[src/rtl/drum_audio_pkg.sv]
// Shared types and constants for the audio output path: FSM encoding, rates, sample width.
// Latency: none (declarations and a combinational saturating-shift helper only).
// Backpressure: not applicable.
package drum_audio_pkg;

   localparam int SAMPLE_W      = 32;
   localparam int DEF_CLK_HZ    = 50_000_000;
   localparam int DEF_SAMPLE_HZ = 48_000;

   // Three guard bits cover the largest left shift (gain = 3).
   localparam int SAT_W = SAMPLE_W + 3;

   typedef logic signed [SAMPLE_W-1:0] sample_t;

   typedef enum logic [1:0] {
      S_WAIT  = 2'd0,
      S_PEND  = 2'd1,
      S_WRITE = 2'd2
   } wr_state_t;

   localparam sample_t SAT_MAX = {1'b0, {(SAMPLE_W-1){1'b1}}};
   localparam sample_t SAT_MIN = {1'b1, {(SAMPLE_W-1){1'b0}}};

   localparam logic signed [SAT_W-1:0] WIDE_HI = {4'b0000, {(SAMPLE_W-1){1'b1}}};
   localparam logic signed [SAT_W-1:0] WIDE_LO = {4'b1111, {(SAMPLE_W-1){1'b0}}};

   // Arithmetic left shift by 0..3 with clamping to the signed sample range.
   function automatic sample_t sat_shift(input sample_t s, input logic [1:0] sh);
      logic signed [SAT_W-1:0] wide;
      wide = {{3{s[SAMPLE_W-1]}}, s};
      wide = wide <<< sh;
      if (wide > WIDE_HI) begin
         return SAT_MAX;
      end else if (wide < WIDE_LO) begin
         return SAT_MIN;
      end
      return wide[SAMPLE_W-1:0];
   endfunction

endpackage

[src/rtl/audio_stream_writer_if.sv]
// Codec write-port bundle: sample pair, write strobe and the codec's space indication.
// Latency: none (wires only).
// Backpressure: audio_out_allowed low holds the writer's sample pending.
interface audio_stream_writer_if;
   import drum_audio_pkg::*;

   logic                audio_out_allowed;
   logic [SAMPLE_W-1:0] left_out;
   logic [SAMPLE_W-1:0] right_out;
   logic                write_audio_out;

   // Writer side drives samples and strobe.
   modport master (
      input  audio_out_allowed,
      output left_out,
      output right_out,
      output write_audio_out
   );

   // Codec side reports space and consumes samples.
   modport slave (
      output audio_out_allowed,
      input  left_out,
      input  right_out,
      input  write_audio_out
   );

endinterface

[src/rtl/rate_tick_gen.sv]
// Phase accumulator producing an exact-average SAMPLE_HZ strobe from a CLK_HZ clock.
// Latency: registered strobe, one cycle after the accumulator wraps.
// Backpressure: none; free-running regardless of downstream state.
module rate_tick_gen
   import drum_audio_pkg::*;
#(
   parameter int CLK_HZ    = DEF_CLK_HZ,
   parameter int SAMPLE_HZ = DEF_SAMPLE_HZ
) (
   input  logic clk,
   input  logic reset,
   output logic sample_tick
);

   localparam logic [32:0] STEP = 33'(SAMPLE_HZ);
   localparam logic [32:0] WRAP = 33'(CLK_HZ);

   logic [31:0] acc;
   logic [32:0] acc_sum;

   // One extra bit so the sum cannot overflow before the wrap compare.
   assign acc_sum = {1'b0, acc} + STEP;

   // Advance the phase; subtract a full period on wrap and flag the tick.
   always_ff @(posedge clk or posedge reset) begin
      if (reset) begin
         acc         <= '0;
         sample_tick <= 1'b0;
      end else if (acc_sum >= WRAP) begin
         acc         <= 32'(acc_sum - WRAP);
         sample_tick <= 1'b1;
      end else begin
         acc         <= acc_sum[31:0];
         sample_tick <= 1'b0;
      end
   end

endmodule

[src/rtl/audio_stream_writer.sv]
// Sample-rate output stage: captures mix_down per tick, applies gain/fade, writes codec. Optional macro AUDIO_FADE_EN.
// Latency: tick in cycle t -> sample held at t+1 edge -> write strobe in t+2 when codec allows.
// Backpressure: while audio_out_allowed is low the sample waits; a newer tick overwrites it and counts a drop.
module audio_stream_writer
   import drum_audio_pkg::*;
#(
   parameter int CLK_HZ    = DEF_CLK_HZ,
   parameter int SAMPLE_HZ = DEF_SAMPLE_HZ,
   parameter int FADE_BITS = 8
) (
   input  logic                 clk,
   input  logic                 reset,
   input  logic                 en,
   input  logic [SAMPLE_W-1:0]  mix_down,
   input  logic [1:0]           gain,
   audio_stream_writer_if.master codec,
   output logic                 sample_tick,
   output logic [15:0]          drop_count
);

   wr_state_t state, state_nxt;
   sample_t   hold, hold_nxt;
   sample_t   src;
   sample_t   g;
   logic      drop_inc;
   logic      wr_r;

   rate_tick_gen #(
      .CLK_HZ    (CLK_HZ),
      .SAMPLE_HZ (SAMPLE_HZ)
   ) u_rate (
      .clk         (clk),
      .reset       (reset),
      .sample_tick (sample_tick)
   );

`ifdef AUDIO_FADE_EN
   localparam int               LVL_W   = FADE_BITS + 1;
   localparam logic [LVL_W-1:0] LVL_MAX = LVL_W'(2 ** FADE_BITS);

   logic [LVL_W-1:0]   lvl, lvl_nxt;
   logic signed [47:0] mix_wide;
   logic signed [47:0] lvl_wide;
   logic signed [47:0] fade_prod;

   // Ramp toward full scale while playing and toward silence while stopped.
   always_comb begin
      lvl_nxt = lvl;
      if (en && (lvl != LVL_MAX)) begin
         lvl_nxt = lvl + 1'b1;
      end else if (!en && (lvl != '0)) begin
         lvl_nxt = lvl - 1'b1;
      end
   end

   // Level steps once per sample period.
   always_ff @(posedge clk or posedge reset) begin
      if (reset) begin
         lvl <= '0;
      end else if (sample_tick) begin
         lvl <= lvl_nxt;
      end
   end

   // The sample being captured uses the level it ramps to on this tick,
   // so the first sample after play already carries one step.
   assign mix_wide  = {{16{mix_down[SAMPLE_W-1]}}, mix_down};
   assign lvl_wide  = 48'(lvl_nxt);
   assign fade_prod = mix_wide * lvl_wide;
   assign src       = fade_prod[FADE_BITS +: SAMPLE_W];
`else
   // Hard mute: stopped play substitutes silence immediately.
   assign src = en ? sample_t'(mix_down) : '0;
`endif

   assign g = sat_shift(src, gain);

   // Next-state: capture on tick, overwrite (and count) a sample still pending.
   always_comb begin
      state_nxt = state;
      hold_nxt  = hold;
      drop_inc  = 1'b0;
      unique case (state)
         S_WAIT: begin
            if (sample_tick) begin
               hold_nxt  = g;
               state_nxt = S_PEND;
            end
         end
         S_PEND: begin
            if (sample_tick) begin
               hold_nxt  = g;
               drop_inc  = 1'b1;
               state_nxt = codec.audio_out_allowed ? S_WRITE : S_PEND;
            end else if (codec.audio_out_allowed) begin
               state_nxt = S_WRITE;
            end
         end
         S_WRITE: begin
            if (sample_tick) begin
               hold_nxt  = g;
               state_nxt = S_PEND;
            end else begin
               state_nxt = S_WAIT;
            end
         end
         default: begin
            state_nxt = S_WAIT;
         end
      endcase
   end

   // State, held sample, write strobe and saturating drop counter.
   always_ff @(posedge clk or posedge reset) begin
      if (reset) begin
         state      <= S_WAIT;
         hold       <= '0;
         wr_r       <= 1'b0;
         drop_count <= '0;
      end else begin
         state <= state_nxt;
         hold  <= hold_nxt;
         wr_r  <= (state_nxt == S_WRITE);
         if (drop_inc && (drop_count != 16'hFFFF)) begin
            drop_count <= drop_count + 16'd1;
         end
      end
   end

   // hold only changes when leaving S_WRITE, so the pair is stable for the strobe.
   assign codec.left_out        = hold;
   assign codec.right_out       = hold;
   assign codec.write_audio_out = wr_r;

endmodule

[src/flat_wrapper.sv]
// flat-port wrapper written by rule: the top's interface ports become plain ports
module audio_stream_writer_flat import drum_audio_pkg::*;
#(
   parameter int CLK_HZ    = DEF_CLK_HZ,
   parameter int SAMPLE_HZ = DEF_SAMPLE_HZ,
   parameter int FADE_BITS = 8
)
  (clk, reset, en, mix_down, gain, sample_tick, drop_count, codec_audio_out_allowed, codec_left_out, codec_right_out, codec_write_audio_out);
  audio_stream_writer_if codec_i ();
  input  logic clk;
  input  logic reset;
  input  logic en;
  input  logic [SAMPLE_W-1:0] mix_down;
  input  logic [1:0] gain;
  output logic sample_tick;
  output logic [15:0] drop_count;
  input wire logic [$bits(codec_i.audio_out_allowed)-1:0] codec_audio_out_allowed;
  output wire logic [$bits(codec_i.left_out)-1:0] codec_left_out;
  output wire logic [$bits(codec_i.right_out)-1:0] codec_right_out;
  output wire logic [$bits(codec_i.write_audio_out)-1:0] codec_write_audio_out;
  assign codec_i.audio_out_allowed = codec_audio_out_allowed;
  assign codec_left_out = codec_i.left_out;
  assign codec_right_out = codec_i.right_out;
  assign codec_write_audio_out = codec_i.write_audio_out;
  audio_stream_writer #(.CLK_HZ(CLK_HZ), .SAMPLE_HZ(SAMPLE_HZ), .FADE_BITS(FADE_BITS)) u_core (.clk(clk), .reset(reset), .en(en), .mix_down(mix_down), .gain(gain), .codec(codec_i), .sample_tick(sample_tick), .drop_count(drop_count));
endmodule
[config.mk]
export PLATFORM = sky130hd
export DESIGN_NAME = audio_stream_writer_flat
export DESIGN_NICKNAME = d
export VERILOG_FILES = /design/src/rtl/drum_audio_pkg.sv /design/src/rtl/audio_stream_writer_if.sv /design/src/rtl/rate_tick_gen.sv /design/src/rtl/audio_stream_writer.sv /design/src/flat_wrapper.sv
export SDC_FILE = /design/constraint.sdc
export NUM_CORES = 1
export LEC_CHECK = 0
export BUFFER_PORTS_ARGS = -buffer_cell sky130_fd_sc_hd__buf_2
export CORE_ASPECT_RATIO = 1.25
export CORE_MARGIN = 2
export CORE_UTILIZATION = 35
export CTS_BUF_LIST = sky130_fd_sc_hd__clkbuf_4 sky130_fd_sc_hd__clkbuf_8 sky130_fd_sc_hd__clkbuf_16
export CTS_CLUSTER_DIAMETER = 60
export DETAILED_ROUTE_END_ITERATION = 10
export PLACE_DENSITY = 0.6
export SLEW_MARGIN = 20
export SYNTH_ARGS = -nofsm -noshare
export SYNTH_HDL_FRONTEND = slang
export SYNTH_SLANG_ARGS = --single-unit
[constraint.sdc]
create_clock -name clk -period 4.9 [get_ports clk]
set_input_delay 1.225 -clock clk [delete_from_list [all_inputs] [get_ports clk]]
set_output_delay 1.225 -clock clk [all_outputs]
set_load 0.02 [all_outputs]
Word-level counts from Yosys, hierarchy flattened
Cells that the tools add are included.
Operators by class
  shift operators: 1
  reductions and logical operators: 4
  add/subtract/negate cells: 3
  eq/ne operators: 4
  magnitude comparators: 3
  mux-type cells: 16
Operators with widths (count)
  $mux W32: 5
  $gt A35 B32 Y1 const B: 1
  $lt A35 B32 Y1 const B: 1
  $sshl A32 B2 Y35: 1
  $add A32 B16 Y33 const B: 1
  $ge A33 B26 Y1 const B: 1
  $sub A32 B26 Y32 const B: 1
  $add A16 B1 Y16 const B: 1
  $ne A16 B16 Y1 const B: 1
  $mux W2: 4
  $mux W1: 6
  $pmux W2 S3: 1
  $eq A2 B2 Y1 const B: 2
  $reduce_or A3 Y1: 1
  $eq A2 B1 Y1 const B: 1
  $logic_not A2 Y1: 1
  $reduce_and A2 Y1: 1
  $logic_and A1 B1 Y1: 1
Word-level totals
  output and inout port bits: 82
  word-level logic and storage cells: 37
  register bits after elaboration: 84
  input port bits: 38

Depth between registers and ports, before layout
  word-level depth: 6
  gate-level depth with buffers: 13
  mapped depth without buffers: 12

Modules after synthesis
Synthesis repeated with hierarchy kept, for this count alone.
Second synthesis, totals
  cells, all modules: 581
  area total of the unflattened synthesis: 5685.5 µm²
By module, submodules not included
  audio_stream_writer: instances 1, seq. area each 1276.2 µm², area each 3407.0 µm², cells each 311
  rate_tick_gen: instances 1, seq. area each 650.6 µm², area each 2278.4 µm², cells each 270

Worst setup path before layout
OpenSTA, ideal clock, no wires.
  path kind: register -> register
  start point: register u_core.u_rate.acc[7]
  end point: register u_core.u_rate.acc[11]
  period minus slack after synthesis: 3.676 ns
  setup time: 0.131 ns
  setup slack: 1.224 ns
  data required time: 4.769 ns
  cell stages (with the launch flop): 13
  arrival: 3.544 ns
  path buffers: 1
  cell sequence: dfrtp_1 -> clkbuf_1 -> inv_1 -> ha_1 -> nand2b_1 -> a31o_1 -> or4b_4 -> a311oi_2 -> nand2_1 -> or3_4 -> o211a_1 -> o2bb2ai_1 -> or3_1
On the way
  cells in the longest elaborated chain, start to end: 3
  elaborated cells between the ends (all ways): 4
  classes of those cells: add/sub (2); order compare (1); mux (1)
RTL lines
  start, declared: RTL line rate_tick_gen.sv:18  | logic [31:0] acc;
  start signal, assigned: RTL line rate_tick_gen.sv:30  | acc <= 32'(acc_sum - WRAP);
  start signal, assigned: RTL line rate_tick_gen.sv:33  | acc <= acc_sum[31:0];
  $add A32 B16 Y33 *: RTL line rate_tick_gen.sv:22  | assign acc_sum = {1'b0, acc} + STEP;
  $sub A32 B26 Y32 / $ge A33 B26 Y1 (equally long branches): RTL line rate_tick_gen.sv:30, rate_tick_gen.sv:29
  $mux W32 *: RTL line rate_tick_gen.sv:29  | end else if (acc_sum >= WRAP) begin
Every way passes the cells marked *; elsewhere a longest branch is shown, timed or not.
A chain may end at the register's enable or synchronous reset.

Worst setup path in the final report
  start point: register u_core.u_rate.acc[7]
  end point: register u_core.u_rate.acc[10]
The elaborated chain is that of the path after synthesis.

==> summary.md <==
| Metric | Value |
|---|---|
| Proportion of synthesized chip area in sequential cells | 37.1% |
| Final Net Count | about 660 |
| Static leakage | 2.78 nW |
| Netlist Area Pre-Place | 5190 um^2 |
| Die width | 113 um |
| Crit path required time | between 5 and 6 ns |
| Primary flip-flop cell chosen by synthesis mapping | sky130_fd_sc_hd__dfrtp_1 |
| Final number of max-transition violations | 0 |
| Peak Freq | 251 MHz |
| Routed wire per std cell | 16.0 um |
| Failing checks | DRC |
| Total die area | 15,800 um^2 |
| Number of storage elements in the synthesis netlist | 77 |
| Final count of hold timing violations | 0 |
| Met2 Resource Use GR | 30.0% |
| Fraction of layout instances using a drive strength above 1 | 29.6% |
| Peak supply drop | between 0.15 and 0.2 mV |
| Share of Yosys cell area claimed by the top area cell type | 37.1% |
| # H-tree levels | 3 |
| Dominant cells by area after synthesis | sky130_fd_sc_hd__dfrtp_1 (37%), sky130_fd_sc_hd__mux4_2 (10%), sky130_fd_sc_hd__xnor2_1 (5.7%), sky130_fd_sc_hd__buf_4 (4.8%), sky130_fd_sc_hd__nand2_1 (4.6%) |
| Detail Route Antenna Nets | 0 |
| Critical path capture point type | flip-flop |
| Number of antenna violations at the first check in global routing | 0 |
| Number of design rule violations left after detail routing | 18 |
| Class of the tightest hold or removal check | flip-flop to flip-flop |
| Clock tree from TritonCTS | done |
| Vias in the first global route | 4,300 |
| Share of async-settable or async-resettable flops after synthesis | 100% |
| Data arrival time of the critical path | 4.25 ns |
| Number of enable flip-flop cells after synthesis | 0 |
| Total wirelength of the detailed-routed design | 12,800 um |
| Fin Clk Skew | 0.00630 ns |
| First-pass GRT wire length | 21,200 um |
| Instance count after placement with tap cells included | 788 |
| Actual transition at the worst max-transition pin | 0.906 ns |
| Post-cts hold buffer count | 0 |
| Classification of the worst setup path | flip-flop to flip-flop |
| Post-cts gate resize count | 0 |
| Number of placed I/O pins | 120 |
| Syn-to-layout area delta | 16.6% |
| Clock Pin Slew Worst Setup and Hold Paths | ~0.06 ns |
| Pin count of the biggest net entering global routing | 40 |
| Most used standard cells in the synthesized netlist | sky130_fd_sc_hd__dfrtp_1 (77), sky130_fd_sc_hd__nand2_1 (64), sky130_fd_sc_hd__nor2_1 (58) |
| Total overflow reported by the global router | 0 |
| Core Box Area | around 14,000 um^2 |
| Top-count cell post-synth | sky130_fd_sc_hd__dfrtp_1 |
| Mean instance size in the synthesized netlist | 9.49 um^2 |
| Non-Filler Cell Area, Final | between 6000 and 7000 um^2 |
| Buffer count from post-CTS setup fixing | 0 |
| CTS buffer count | 9 |
| DRC marker count from the first detailed-route iteration | 370 |
| Buffer depth of the longest clock path | 2 |
| Cell accounting for the most synthesized area | sky130_fd_sc_hd__dfrtp_1 |
| Global routing usage on met1 | 19.1% |
| Number of endpoints failing setup at the final stage | 0 |
| Element type at the critical path start | flip-flop |
| Non-filler instance count after layout | 804 |
| Cell count after synthesis | 547 |
| Height of the chip | ~140 um |
| Count of vias placed by the detailed router | 4,384 |
| Global route hottest layer | met2 |
| Post-Synthesis Net Count | 589 |
| Number of iterations in the first detailed-routing pass | 9 |
| Met3 capacity usage during global routing | ~3.4% |
| Number of diodes | 0 |
| Clk_lat worst skew | 0.34 ns |
| Effective utilization at floorplan | 35.9% |
| Clock Tree Root | sky130_fd_sc_hd__clkbuf_16 |
| Synthesis warning total | 0 |
| Power density normalized to cell area | ~290 nW/um^2 |
| Setup tns final | 0 ns |
| Max_cap viols | 0 |
| RSZ-0062 raised after global routing | false |
| Area after detailed placement | 5680 um^2 |
| Max FO, Critical Path | 16 |
| Clock period minus worst slack | 3.99 ns |
| TritonCTS Sinks | 77 |
| DPL Wire Length | 9660 um |
| End-of-flow core utilization | 41.8% |
| WHS | 0.501 ns |
| Portion of the clock cycle consumed by the worst path in the final layout | a little over 80% |
| Combined global-route utilization of all metal layers | ~16% |
| Worst slew slack as a fraction of its limit | 38.8% |
| Placer's final routability congestion estimate | approximately 0.85 |
| Synth unique cells | a little under 70 |
| Via density | 5.45 |
| Port bufs | 119 |
| Site Rows | 49 |
| Result of the run | finished with violations |
[kinds of logic after synthesis]
kind of cell / after synthesis / share of synthesized area (%)
simple gates: 201 / 19.4
compound gates: 103 / 13.1
flops: 77 / 37.1
buf+inv: 74 / 8.10
xor+xnor: 55 / 9.28
mux: 33 / 12.1
fa+ha+maj: 4 / 0.965
[through the flow]
stage	setup slack (ns)	power, mW
6_report	0.908	1.77
4_1_cts	0.927	1.79
3_5_place_dp	0.956	0.950
5_1_grt	0.686	1.84
2_1_floorplan	1.22	0.889
3_3_place_gp	1.04	0.946
[metal layers]
layer	routed length [um]	share of wire (%)
met2	6730	52
met1	5180	40
met3	708	5.5
met4	227	1.8
met5	0	0
[state kept, by name, summed over array words and instances (netlist names)]
name,flops
u_core.u_rate.sample_tick,1
u_core.codec.left_out,32
u_core.codec.write_audio_out,1
u_core.state,2
u_core.u_rate.acc,25
u_core.drop_count,16
[report_power, final]
group / internal [mW] / switching [mW]
Combinational: 0.0994 / 0.156
Clock: 0.554 / 0.279
Sequential: 0.661 / 0.0194
Total: 1.31 / 0.455
[area by class of cell]
class                      instances  area [um^2]
timing repair buffer             123          626
sequential                        77         1930
clock inverter                     7          145
tap                              178          223
clock buffer                       9          225
multi-input combinational        396         2850
inverter                          14         52.6
fill                            1409         8420
[cell usage in the layout, fill, tap and decap left out, types with 6 or more instances in the layout]
master | synthesis | final
sky130_fd_sc_hd__a21oi_1 | 39 | 39
sky130_fd_sc_hd__a31oi_1 | 8 | 8
sky130_fd_sc_hd__buf_2 | 2 | 119
sky130_fd_sc_hd__clkbuf_16 | 0 | 9
sky130_fd_sc_hd__dfrtp_1 | 77 | 77
sky130_fd_sc_hd__inv_1 | 13 | 12
sky130_fd_sc_hd__mux2_2 | 6 | 6
sky130_fd_sc_hd__mux4_2 | 23 | 23
sky130_fd_sc_hd__nand2_1 | 64 | 64
sky130_fd_sc_hd__nand3_1 | 13 | 13
sky130_fd_sc_hd__nand4_1 | 10 | 10
sky130_fd_sc_hd__nor2_1 | 58 | 57
sky130_fd_sc_hd__nor3_1 | 11 | 11
sky130_fd_sc_hd__o21ai_0 | 17 | 17
sky130_fd_sc_hd__xnor2_1 | 34 | 34
sky130_fd_sc_hd__xor2_1 | 21 | 21
[path summary, 6_finish.rpt]
kind,endpoint,depth (start not counted),start,slack [ns]
max in group asynchronous,u_core.u_rate.acc[20]$_DFF_PP0_,3,reset,3.11
setup reg to reg,u_core.u_rate.acc[10]$_DFF_PP0_,12,u_core.u_rate.acc[7]$_DFFE_PP0N_,0.91
hold / removal,u_core.drop_count[11]$_DFFE_PP0P_,1,u_core.drop_count[11]$_DFFE_PP0P_,0.50
min in group asynchronous,u_core.drop_count[1]$_DFFE_PP0P_,2,reset,0.98
setup / recovery,u_core.u_rate.acc[10]$_DFF_PP0_,12,u_core.u_rate.acc[7]$_DFFE_PP0N_,0.91
hold reg to reg,u_core.drop_count[11]$_DFFE_PP0P_,1,u_core.drop_count[11]$_DFFE_PP0P_,0.50
[critical path: stages, from the launching register on]
cell and delay (ns):
sky130_fd_sc_hd__dfrtp_1 0.55, sky130_fd_sc_hd__inv_1 0.14, sky130_fd_sc_hd__ha_1 0.30, sky130_fd_sc_hd__nand2b_1 0.28, sky130_fd_sc_hd__a31o_1 0.31, sky130_fd_sc_hd__or4b_4 0.55
sky130_fd_sc_hd__a311oi_2 0.33, sky130_fd_sc_hd__nand2_1 0.14, sky130_fd_sc_hd__or3_4 0.45, sky130_fd_sc_hd__nor2_4 0.39, sky130_fd_sc_hd__inv_2 0.11, sky130_fd_sc_hd__a41oi_2 0.21
sky130_fd_sc_hd__xor2_1 0.15
No activity file was read; power rests on OpenSTA's default activity.
